==> config.mk <==
export PLATFORM = sky130hd
export DESIGN_NAME = mips_mem_arbiter
export DESIGN_NICKNAME = d
export VERILOG_FILES = /design/src/rtl/mips_mem_arbiter.sv
export SDC_FILE = /design/constraint.sdc
export NUM_CORES = 1
export LEC_CHECK = 0
export CORE_AREA = 2 2 94 96
export DETAILED_ROUTE_END_ITERATION = 8
export DIE_AREA = 0 0 96 98
export PLACE_DENSITY = 0.69
export SLEW_MARGIN = 20
export SYNTH_ARGS = -nofsm -noshare
export SYNTH_HDL_FRONTEND = slang
export SYNTH_SLANG_ARGS = --single-unit
==> constraint.sdc <==
create_clock -name clk1 -period 3.3 [get_ports clk1]
set_clock_uncertainty 0.2 [all_clocks]
set_input_delay 0.33 -clock clk1 [delete_from_list [all_inputs] [get_ports clk1]]
set_output_delay 0.33 -clock clk1 [all_outputs]
set_load 0.01 [all_outputs]
==> src/rtl/mips_mem_arbiter.sv <==
// Single-port memory arbiter shared by the loader, MEM-stage data and IF fetch ports.
// Fixed priority LD > DM > IF, with IF promoted to the top after STARVE_LIMIT denied cycles.
module mips_mem_arbiter #(
  parameter int unsigned AW           = 10,
  parameter int unsigned DW           = 32,
  parameter int unsigned STARVE_LIMIT = 4
) (
  input  logic          clk1,
  input  logic          rst,
  input  logic          ld_req,
  input  logic [AW-1:0] ld_addr,
  input  logic [DW-1:0] ld_wdata,
  output logic          ld_ack,
  input  logic          dm_req,
  input  logic          dm_we,
  input  logic [AW-1:0] dm_addr,
  input  logic [DW-1:0] dm_wdata,
  output logic [DW-1:0] dm_rdata,
  output logic          dm_ack,
  input  logic          if_req,
  input  logic [AW-1:0] if_addr,
  output logic [DW-1:0] if_rdata,
  output logic          if_ack,
  output logic          mem_en,
  output logic          mem_we,
  output logic [AW-1:0] mem_addr,
  output logic [DW-1:0] mem_wdata,
  input  logic [DW-1:0] mem_rdata,
  output logic          busy
);

  localparam logic [3:0] Limit = 4'(STARVE_LIMIT);

  typedef enum logic [1:0] {GntNone, GntLd, GntDm, GntIf} gnt_e;

  gnt_e       gnt_q, gnt_d;
  logic [3:0] starve_cnt_q, starve_cnt_d;
  logic       ld_elig, dm_elig, if_elig;

  // A requester whose ack is arriving this cycle is masked so it is not granted twice.
  assign ld_elig = ld_req && (gnt_q != GntLd);
  assign dm_elig = dm_req && (gnt_q != GntDm);
  assign if_elig = if_req && (gnt_q != GntIf);

  always_comb begin
    gnt_d        = GntNone;
    starve_cnt_d = starve_cnt_q;
    mem_en       = 1'b0;
    mem_we       = 1'b0;
    mem_addr     = '0;
    mem_wdata    = '0;

    if (rst) begin
      gnt_d = GntNone;
    end else if (if_elig && (starve_cnt_q == Limit)) begin
      gnt_d = GntIf;
    end else if (ld_elig) begin
      gnt_d = GntLd;
    end else if (dm_elig) begin
      gnt_d = GntDm;
    end else if (if_elig) begin
      gnt_d = GntIf;
    end

    unique case (gnt_d)
      GntLd: begin
        mem_en    = 1'b1;
        mem_we    = 1'b1;
        mem_addr  = ld_addr;
        mem_wdata = ld_wdata;
      end
      GntDm: begin
        mem_en    = 1'b1;
        mem_we    = dm_we;
        mem_addr  = dm_addr;
        mem_wdata = dm_wdata;
      end
      GntIf: begin
        mem_en   = 1'b1;
        mem_addr = if_addr;
      end
      default: ;
    endcase

    if (gnt_d == GntIf) begin
      starve_cnt_d = 4'd0;
    end else if (if_elig && (starve_cnt_q != Limit)) begin
      starve_cnt_d = starve_cnt_q + 4'd1;
    end
  end

  always_ff @(posedge clk1) begin
    if (rst) begin
      gnt_q        <= GntNone;
      starve_cnt_q <= 4'd0;
    end else begin
      gnt_q        <= gnt_d;
      starve_cnt_q <= starve_cnt_d;
    end
  end

  // Reset kills an ack that is in flight; the requester still holds req and reissues.
  assign ld_ack   = !rst && (gnt_q == GntLd);
  assign dm_ack   = !rst && (gnt_q == GntDm);
  assign if_ack   = !rst && (gnt_q == GntIf);
  assign dm_rdata = mem_rdata;
  assign if_rdata = mem_rdata;
  assign busy     = ld_req || dm_req || if_req || (gnt_q != GntNone);

endmodule

# After elaboration in Yosys (flattened, before gate mapping)
# Index checks and enable logic that the tools add are counted.
# classes
n_addsub	1
eq_ne	11
n_mux	9
n_reduce_logical	15
# ops
op	n
one-hot mux 32 bit (2 select lines)	1
one-hot mux 10 bit (3 select lines)	1
two-way mux 2 bit	5
== test 2 bit (second input constant)	4
logical AND 1 bit	8
adder 4 x 1 -> 4 bit (second input constant)	1
== test 2 x 1 -> 1 bit (second input constant)	2
== test 4 x 3 -> 1 bit (second input constant)	1
!= test 2 bit (second input constant)	2
!= test 4 x 3 -> 1 bit (second input constant)	1
logical OR 1 bit	3
OR reduction 3 bit	1
!= test 2 x 1 -> 1 bit (second input constant)	1
one-hot mux 1 bit (2 select lines)	1
nonzero test 2 bit	1
OR reduction 2 bit	1
logical NOT 1 bit	1
two-way mux 1 bit	1
# word_totals
register_bits	6
input_bits	132
out_inout_bits	112
wordCells	38

# Longest topological paths before layout
# Gate-level depths: netlist of run 1.
# logic_depth
depth_word	10
depth_mapped	11
mapped_depth_nobuf	9

# Least setup slack after synthesis of run 1
# OpenSTA, ideal clock, no wires.
# synth_timing
kind	register -> output
start	register starve_cnt_q[0]
end	output port mem_addr[0]
arrival_ns	2.091
t_required_ns	2.770
setup_slack_ns	0.679
stages_incl_launch_ff	12
path_buffers	2
cell_sequence	dfxtp_1 inv_1 ha_1 nand3b_2 inv_1 nand3_1 a31o_2 ha_1 clkbuf_1 clkbuf_1 a222oi_1 nor2_1
# synth_via
elab_chain_len	6
elab_cells_between_ends	8
classes_between	eq/ne (4); mux (3); reduce/logical (1)
# synth_lines
item	line_no	text
start: declaration	37	logic [3:0] starve_cnt_q, starve_cnt_d;
start signal: assignment	98	starve_cnt_q <= starve_cnt_d;
== test 4 x 3 -> 1 bit (*)	55	end else if (if_elig && (starve_cnt_q == Limit)) begin
logical AND 1 bit (*)	55	
two-way mux 2 bit (*)	55	
two-way mux 2 bit (*)	53	if (rst) begin
== test 2 bit or == test 2 x 1 -> 1 bit (tied branches)	65	unique case (gnt_d)
one-hot mux 10 bit (3 select lines) (*)	65	
end: declaration	26	output logic [AW-1:0] mem_addr,
# Mark *: on every way between the ends. The rest lies on a longest branch, timed or not.

# Worst setup path after layout of run 1
# layout_timing
start	input port if_req
end	output port mem_wdata[22]
# layout_via
elab_chain_len	8
elab_cells_between_ends	10
classes_between	eq/ne (2); mux (6); reduce/logical (2)
# layout_lines
item	line_no	text
start: declaration	20	input logic if_req,
logical AND 1 bit (*)	43	assign if_elig = if_req && (gnt_q != GntIf);
two-way mux 2 bit	61	end else if (if_elig) begin
two-way mux 2 bit	59	end else if (dm_elig) begin
two-way mux 2 bit	57	end else if (ld_elig) begin
two-way mux 2 bit (*)	55	
two-way mux 2 bit (*)	53	
== test 2 bit or == test 2 x 1 -> 1 bit (tied branches)	65	
one-hot mux 32 bit (2 select lines) (*)	65	
end: declaration	27	output logic [DW-1:0] mem_wdata,
# Marked as above.

==> impl_metrics.ini, run 1 <==
[status]
run_status = finished, final reports clean

[die]
initial_core_util = 0.1879
die-area_um2 = 9408
fp.coreArea_um2 = 8466
std_cell_rows = 34
number_of_ports_placed_on_the_die_boundary = 244
dieHeight_um = 98
die_w_um = 96

[routing]
final_antenna_net_count = 0
routed-via-count = 1861
post_route_drc_violation_count = 0
avgRoutedWirePerCell_um = 15.20
detail_route.first_pass.iterations = 4
detailedRoute.firstIterationViolations = 69
final_routed_wirelength_across_all_metal_layers_um = 6202
post_drt_via_cell_ratio = 4.561

[power]
power_density_nw_per_um2 = 213.6
power.static_leakage_uw = 0.001672
worst_ir_drop_vdd_uv = 93.00

[clock_network]
cts.clk_slew.worst_paths_ns = 0.04
master_cell_of_the_clock_root_buffer = sky130_fd_sc_hd__clkbuf_8
clock_tree_from_tritoncts = done
post_cts_hold_buffer_count = 0
cts_buffers = 3
clkSinkCount = 6
post_cts.repair.setup_buffers = 0
h-tree-depth = 1
ctsLongestPathBuffers = 2
clock_insertion_delay_worst_skew_ns = 0.22

[place]
number_of_port_buffers = 147
hpwlAfterDp_um = 4866
placedCellCount = 405
routabilityCongestion = 0.8076

[global_route]
grt_start_max_net_pins = 24
grt_antenna_before_repair = 0
gr-total-overflow = 0
gr-usage-all-layers = 0.1185
first_global_vias = 1906
grt_first_pass_wirelength_um = 8928

[yosys]
mappedNetlistArea_um2 = 1590
async_flop_share = 0
synth_cells = 218
postSynthNetCount = 356
top_cell_type_by_total_area_after_synthesis = sky130_fd_sc_hd__buf_4
synthTopCellsByCount = sky130_fd_sc_hd__buf_4, sky130_fd_sc_hd__nor2b_1, sky130_fd_sc_hd__a22oi_1
postSynthRegisterBits = 6
synth_enable_flop_cells = 0
post_synth_num_cell_types = 32
yosys.cell_count.top_type = sky130_fd_sc_hd__buf_4
synthFlopType = sky130_fd_sc_hd__dfxtp_1
synth.area.top_cells = sky130_fd_sc_hd__buf_4, sky130_fd_sc_hd__a22oi_1, sky130_fd_sc_hd__nor2b_1
post_synth.cell_area_avg_um2 = 7.295
seq_area_frac_synth = 0.07553
area_share_of_the_leading_cell_type_in_the_synthesized_netlist = 0.3021
synth.yosys.warnings = 0

[sta]
timing.max_slew.rel_slack = 0.8132
period_needed_ns = 3.200
final_max_slew_viols = 0
final-hold-violation-count = 0
finalCritPeriodShare = 0.9696
transition_time_at_the_pin_with_the_least_slew_margin_ns = 0.2803
max_clock_freq_mhz = 312.5
setup-violations-final = 0

[hold_path]
hold_path.class = reg -> reg
hold_start = starve_cnt_q[3]

[critical_path]
worstSetupStartpoint = if_req
worstSetupPathType = in -> out
crit-reg2reg-launch = starve_cnt_q[0]
critical_path_arrival_ns = 2.67
critPathCaptureType = output pin
cp_max_fo = 16
worst_setup_path_start_kind = input port
timing.critical_path.required_ns = 2.77

[finish]
layout_cells_sized_above_1 = 0.1033
layout.core_utilization = 0.3584
diodes = 0
final-instance-count-excl-fill = 408
finalNetCount = 440
layout-area-overhead-vs-synth_pct = 90.79

[flow_run]
maxCapViolations = 0
-- state kept, by name, summed over array words and instances (netlist names) --
register,cells
starve_cnt_q,4
gnt_q,2
-- timing repair --
action / in CTS / in global routing
pin swaps: 1 / 6
resized for setup: 4 / 56
endpoints found under the setup margin: 20 / 42
-- cells by family (layout without fill, tap and decap cells) --
kind of cell | after synthesis | in the layout | share of synthesized area
mux | 1 | 1 | 0.006295
simple gates | 62 | 62 | 0.2297
xor+xnor | 2 | 2 | 0.01102
buf+inv | 85 | 167 | 0.3627
fa+ha+maj | 6 | 6 | 0.04721
flops | 6 | 6 | 0.07553
compound gates | 56 | 56 | 0.2675
-- cells in the final DEF, fill, tap and decap left out, drive strengths merged, types with 2 or more instances in the layout --
cell type        n
a21oi            5
a222oi          10
a22oi           32
a31oi            2
buf             12
clkbuf           3
clkdlybuf4s50  106
dfxtp            6
dlymetal6s2s    40
ha               6
inv              5
nand2            2
nand3            3
nor2            13
nor2b           34
nor3             4
nor3b            2
o21ai            3
-- through the flow --
step / hold WS [ns] / setup WS [ns] / TNS, ns / cell area (µm²) / total power, µW
5_1_grt: 0.3824 / -0.03688 / -0.07030 / 3034 / 691.4
4_1_cts: 0.3092 / -0.006985 / -0.01056 / 2855 / 646.1
2_1_floorplan: 0.2572 / 0.6793 / 0 / 1590 / 333.8
3_5_place_dp: 0.3057 / -0.1168 / -1.123 / 2804 / 527.6
6_report: 0.3044 / 0.1004 / 0 / 3034 / 648.2
3_3_place_gp: 0.2821 / -0.02169 / -0.04844 / 2804 / 522.7
-- area by class of cell --
type,instances,area (µm²)
Sequential cell,6,120.1
Tap cell,108,135.1
Inverter,5,18.77
Timing Repair Buffer,159,1739
Fill cell,883,5431
Multi-Input combinational cell,127,979.7
Clock buffer,3,41.29
-- power by group --
group	internal (µW)	switching, µW	leakage, µW
sequential	78.3	7.54	0.0000492
clock	78.6	34.0	0.0000216
combinational	278	172	0.00160
total	435	213	0.00167
-- critical path, cell delays in order --
cell and delay [ns]:
sky130_fd_sc_hd__clkdlybuf4s50_1 0.43, sky130_fd_sc_hd__buf_4 0.19, sky130_fd_sc_hd__o221ai_2 0.24, sky130_fd_sc_hd__a21o_1 0.22
sky130_fd_sc_hd__ha_2 0.21, sky130_fd_sc_hd__buf_12 0.17, sky130_fd_sc_hd__buf_12 0.14, sky130_fd_sc_hd__a22oi_1 0.07
sky130_fd_sc_hd__nor2b_1 0.12, sky130_fd_sc_hd__clkdlybuf4s50_1 0.54
-- per-layer routing --
layer	part of all wire	routed length, µm	up-vias	global-route usage
met5	0	0	-	0
met4	0.029	178	0	0.04725
met3	0.11	696	32	0.02855
met2	0.52	3223	114	0.2222
met1	0.34	2104	834	0.1224
li1	-	-	881	-
-- path summary, 6_finish.rpt --
check,end,slack (ns),cells past startpoint
max,mem_wdata[22],0.10,10
min,starve_cnt_q[3],0.30,2
max reg2reg,starve_cnt_q[1],1.38,9
min reg2reg,starve_cnt_q[3],0.30,2
Note: power is estimated with default switching activity, not from simulation.
==> run 2: changes to the inputs <==
--- a/constraint.sdc
+++ b/constraint.sdc
@@ -4,2 +4,2 @@
 set_output_delay 0.33 -clock clk1 [all_outputs]
-set_load 0.01 [all_outputs]
+set_load 0.1 [all_outputs]
==> impl_metrics.ini, run 2 (synthesis gave the netlist of run 1 again) <==
[status]
run_status = finished, final reports clean

[flow_run]
maxCapViolations = 0

[power]
post-layout-total-power_uw = 1029
power.static_leakage_uw = 0.001194
power_density_nw_per_um2 = 308.7
worst_ir_drop_vdd_uv = 160.8

[sta]
transition_time_at_the_pin_with_the_least_slew_margin_ns = 0.6409
setup_ws_ns = 0.1426
finalCritPeriodShare = 0.9568
final-hold-violation-count = 0
final_max_slew_viols = 0
timing.max_slew.rel_slack = 0.5727
rsz_0062_raised_after_global_routing = false
setup-violations-final = 0
timing.setup.tns_ns = 0
max_clock_freq_mhz = 316.7
period_needed_ns = 3.157

[finish]
final_cell_mix = sky130_fd_sc_hd__clkdlybuf4s50_1, sky130_fd_sc_hd__buf_12, sky130_fd_sc_hd__nor2b_2
biggestRegsByFlops = starve_cnt_q (4), gnt_q (2)
largest_reg_flops = 4
layout_cells_sized_above_1 = 0.3615
final_common_cell = sky130_fd_sc_hd__clkdlybuf4s50_1
finalNetCount = 436
final_cell_area_um2 = 3333
diodes = 0
final-seq-area_um2 = 120.1
fillCellCount = 815
layout-area-overhead-vs-synth_pct = 109.6
multi_input_comb_area_um2 = 1006
top_register = starve_cnt_q

[global_route]
grt_start_max_net_pins = 44
grt_antenna_before_repair = 0
first_global_vias = 1936
top_usage_layer = met2
gr-total-overflow = 0
gr-usage-all-layers = 0.1226
grt_first_pass_wirelength_um = 9252
use_met3 = 0.03627
global_route.usage.met1 = 0.1171
groute.layer.met2.usage = 0.2340

[clock_network]
post_cts.repair.setup_buffers = 0
clock_insertion_delay_worst_skew_ns = 0.22
ctsLongestPathBuffers = 2
cts.clk_slew.worst_paths_ns = 0.04
cts_buffers = 3
post_cts_resize_count = 0
clock_tree_from_tritoncts = done
master_cell_of_the_clock_root_buffer = sky130_fd_sc_hd__clkbuf_8
post_cts_hold_buffer_count = 0
h-tree-depth = 1
clkSinkCount = 6

[place]
detailed_place.area_um2 = 3287
number_of_port_buffers = 147
hpwlAfterDp_um = 5028
preCtsSetupSlack_ns = 0.1703
routabilityCongestion = 0.7151

[die]
std_cell_rows = 34
die_w_um = 96
die-area_um2 = 9408
number_of_ports_placed_on_the_die_boundary = 244
dieHeight_um = 98
fp.coreArea_um2 = 8466
initial_core_util = 0.1879

[routing]
final_antenna_net_count = 0
post_drt_via_cell_ratio = 4.488
detailedRoute.firstIterationViolations = 64
post_route_drc_violation_count = 0
final_routed_wirelength_across_all_metal_layers_um = 6107
detail_route.first_pass.iterations = 5
routed-via-count = 1813
avgRoutedWirePerCell_um = 15.12

[hold_path]
hold_path.class = reg -> reg

[critical_path]
cp_max_fo = 29
critPathCaptureType = output pin
timing.critical_path.required_ns = 2.77
worstSetupPathType = in -> out
worst_setup_path_start_kind = input port
critical_path_arrival_ns = 2.63
-- run 2: path summary, 6_finish.rpt --
kind,startpoint,endpoint,slack [ns],cells after the start
worst min register to register,starve_cnt_q[3],starve_cnt_q[3],0.30,2
worst max register to register,starve_cnt_q[0],starve_cnt_q[3],1.05,9
worst max-delay path,if_req,mem_addr[5],0.14,10
worst min-delay path,starve_cnt_q[3],starve_cnt_q[3],0.30,2
-- run 2: metrics by stage --
stage               utilization  std cells  hold slack [ns]
finish                   0.3937        404           0.2998
global route             0.3937        404           0.3277
CTS                      0.3931        404           0.2979
detailed placement       0.3883        401           0.2937
global placement         0.3883        401           0.2685
floorplan                     -        218           0.2572
-- run 2: critical path, cell delays in order --
cell	delay, ns
sky130_fd_sc_hd__clkdlybuf4s50_1	0.56
sky130_fd_sc_hd__inv_1	0.08
sky130_fd_sc_hd__nor2_1	0.10
sky130_fd_sc_hd__o21ai_0	0.14
sky130_fd_sc_hd__a31o_2	0.26
sky130_fd_sc_hd__ha_1	0.27
sky130_fd_sc_hd__buf_12	0.19
sky130_fd_sc_hd__a222oi_1	0.39
sky130_fd_sc_hd__nor2_2	0.09
sky130_fd_sc_hd__buf_12	0.20
-- run 2: final cells by class --
class	count	area share
flip-flops and latches	6	0.03604
well taps	108	0.04054
clock buffers	3	0.01239
inverters	5	0.005631
multi-input cells	127	0.3018
repair buffers	155	0.6036
-- run 2: routing by layer --
metal,share of wire,vias up
li1,-,872
met1,0.32,818
met2,0.55,96
met3,0.10,27
met4,0.031,0
met5,0,-
-- run 2: where the power goes --
part           internal, µW  switching (µW)
clock                  78.1            28.2
combinational           361             475
sequential             78.4            7.43
==> run 3: changes to the inputs <==
Settings changed: CTS_CLUSTER_DIAMETER set to 50, TNS_END_PERCENT set to 20.
Clock period 3.3 ns to 3.63 ns, I/O delays scaled along.
==> impl_metrics.ini, run 3 (synthesis gave the netlist of run 1 again) <==
[sta]
final_max_slew_viols = 0
timing.max_slew.rel_slack = 0.6419
transition_time_at_the_pin_with_the_least_slew_margin_ns = 0.5372
final-hold-violation-count = 0
setup-violations-final = 0
finalCritPeriodShare = 0.9482
max_clock_freq_mhz = 290.5
rsz_0062_raised_after_global_routing = false
fin_worst_hold_slack_ns = 0.2946
period_needed_ns = 3.442

[critical_path]
critPathMaxStageDelay_ns = 0.63
cp_max_fo = 14
crit_chain = clkdlybuf4s50_1 -> inv_1 -> a21oi_1 -> o221ai_1 -> a21oi_1 -> ha_1 -> a222oi_1 -> nor2_1 -> buf_12
timing.critical_path.required_ns = 3.07
worst_setup_path_start_kind = input port
critical_path_arrival_ns = 2.88
worstSetupPathType = in -> out
rr_worst_depth = 8
path_delay_family = buffers and inverters
cp.depth = 9
critical_path_buf_inv_count = 3
timing.critical_path.slowest_stage_cell = sky130_fd_sc_hd__clkdlybuf4s50_1
critPathCaptureType = output pin
most_numerous_cell_on_the_critical_path = sky130_fd_sc_hd__a21oi_1

[power]
net_switching_component_of_the_power_uw = 456.2
share_comb_of_total_power = 0.803
worst_ir_drop_vdd_uv = 107.0
power_density_nw_per_um2 = 284.0
power.static_leakage_uw = 0.001146
p_sw_frac = 0.5055
intPower_uw = 446.4
pwr-share-clk = 0.111
power.sequential.fraction = 0.086

[place]
detailed_place.area_um2 = 3137
routabilityCongestion = 0.7543
hpwlAfterDp_um = 4724
number_of_port_buffers = 147

[clock_network]
post_cts_resize_count = 0
cts.clk_slew.worst_paths_ns = 0.04
post_cts_hold_buffer_count = 0
master_cell_of_the_clock_root_buffer = sky130_fd_sc_hd__clkbuf_8
clock_insertion_delay_worst_skew_ns = 0.22
clkSinkCount = 6
cts_buffers = 3
ctsLongestPathBuffers = 2
clock_tree_from_tritoncts = done
post_cts.repair.setup_buffers = 0
h-tree-depth = 1

[finish]
biggestRegsByFlops = starve_cnt_q (4), gnt_q (2)
final_cell_area_um2 = 3178
top_register = starve_cnt_q
finalNetCount = 431
largest_reg_flops = 4
diodes = 0
layout-area-overhead-vs-synth_pct = 99.84
final_cell_mix = sky130_fd_sc_hd__clkdlybuf4s50_1, sky130_fd_sc_hd__buf_12, sky130_fd_sc_hd__a22oi_1
final_common_cell = sky130_fd_sc_hd__clkdlybuf4s50_1
layout_cells_sized_above_1 = 0.2268
layout.core_utilization = 0.3754

[global_route]
grt_start_max_net_pins = 44
gr-total-overflow = 0
first_global_vias = 1838
grt_antenna_before_repair = 0
grt_first_pass_wirelength_um = 8894
gr-usage-all-layers = 0.1189

[die]
number_of_ports_placed_on_the_die_boundary = 244
dieHeight_um = 98
fp.coreArea_um2 = 8466
die_w_um = 96
std_cell_rows = 34
initial_core_util = 0.1879
die-area_um2 = 9408

[routing]
detail_route.first_pass.iterations = 4
post_route_drc_violation_count = 0
final_routed_wirelength_across_all_metal_layers_um = 5867
detailedRoute.firstIterationViolations = 91
final_antenna_net_count = 0
avgRoutedWirePerCell_um = 14.70
routed-via-count = 1781
post_drt_via_cell_ratio = 4.464

[hold_path]
hold-path-cell-count = 2
hold_path.class = reg -> reg

[status]
run_status = finished, final reports clean

[flow_run]
maxCapViolations = 0
run 3: cell types whose count changed in the layout (fill, tap and decap cells not counted), sizes merged:
cell  previous run  this run
buf             56        51
run 3: final cells by class:
class                      count  area [µm²]
clock buffer                   3       41.29
fill                         821        5288
inverter                       5       18.77
multi-input combinational    127       913.4
sequential                     6       120.1
tap                          108       135.1
timing repair buffer         150        1949
run 3: metal layers:
metal	part of all wire	up-vias	GRT usage
met2	0.55	97	0.2356
met5	0	-	0
met3	0.091	21	0.02238
met4	0.024	0	0.03846
met1	0.34	806	0.1195
li1	-	857	-
run 3: worst reg2reg max path, cell delays in order (launching register included):
cell and delay, ns:
sky130_fd_sc_hd__dfxtp_1 0.32, sky130_fd_sc_hd__inv_1 0.09, sky130_fd_sc_hd__ha_1 0.18, sky130_fd_sc_hd__nand3b_2 0.13
sky130_fd_sc_hd__inv_1 0.08, sky130_fd_sc_hd__nand3_1 0.21, sky130_fd_sc_hd__a31oi_1 0.30, sky130_fd_sc_hd__ha_1 0.54
sky130_fd_sc_hd__nor3_1 0.12
run 3: stage by stage:
step / setup TNS (ns) / std cells / setup slack [ns] / power [µW]
floorplan: -4.539 / 218 / -0.1613 / 824.8
global placement: 0 / 396 / 0.1745 / 801.9
detailed placement: 0 / 396 / 0.1399 / 810.9
CTS: 0 / 399 / 0.1354 / 914.5
global route: 0 / 399 / 0.003041 / 948.7
finish: 0 / 399 / 0.1881 / 902.6
run 3: path summary, 6_finish.rpt:
kind,startpoint,endpoint,slack [ns]
worst min-delay path,starve_cnt_q[3],starve_cnt_q[3],0.29
worst max-delay path,if_req,mem_addr[8],0.19
worst min register to register,starve_cnt_q[3],starve_cnt_q[3],0.29
worst max register to register,starve_cnt_q[0],starve_cnt_q[0],1.32
run 3: power by group through the flow:
| stage | clock, µW | sequential (µW) | combinational (µW) |
|---|---|---|---|
| 6_report | 100 | 77.3 | 725 |
| 5_1_grt | 111 | 78.2 | 760 |
| 4_1_cts | 103 | 77.2 | 734 |
| 3_5_place_dp | 0 | 78.3 | 733 |
| 3_3_place_gp | 0 | 78.1 | 724 |
| 2_1_floorplan | 0 | 76.9 | 748 |
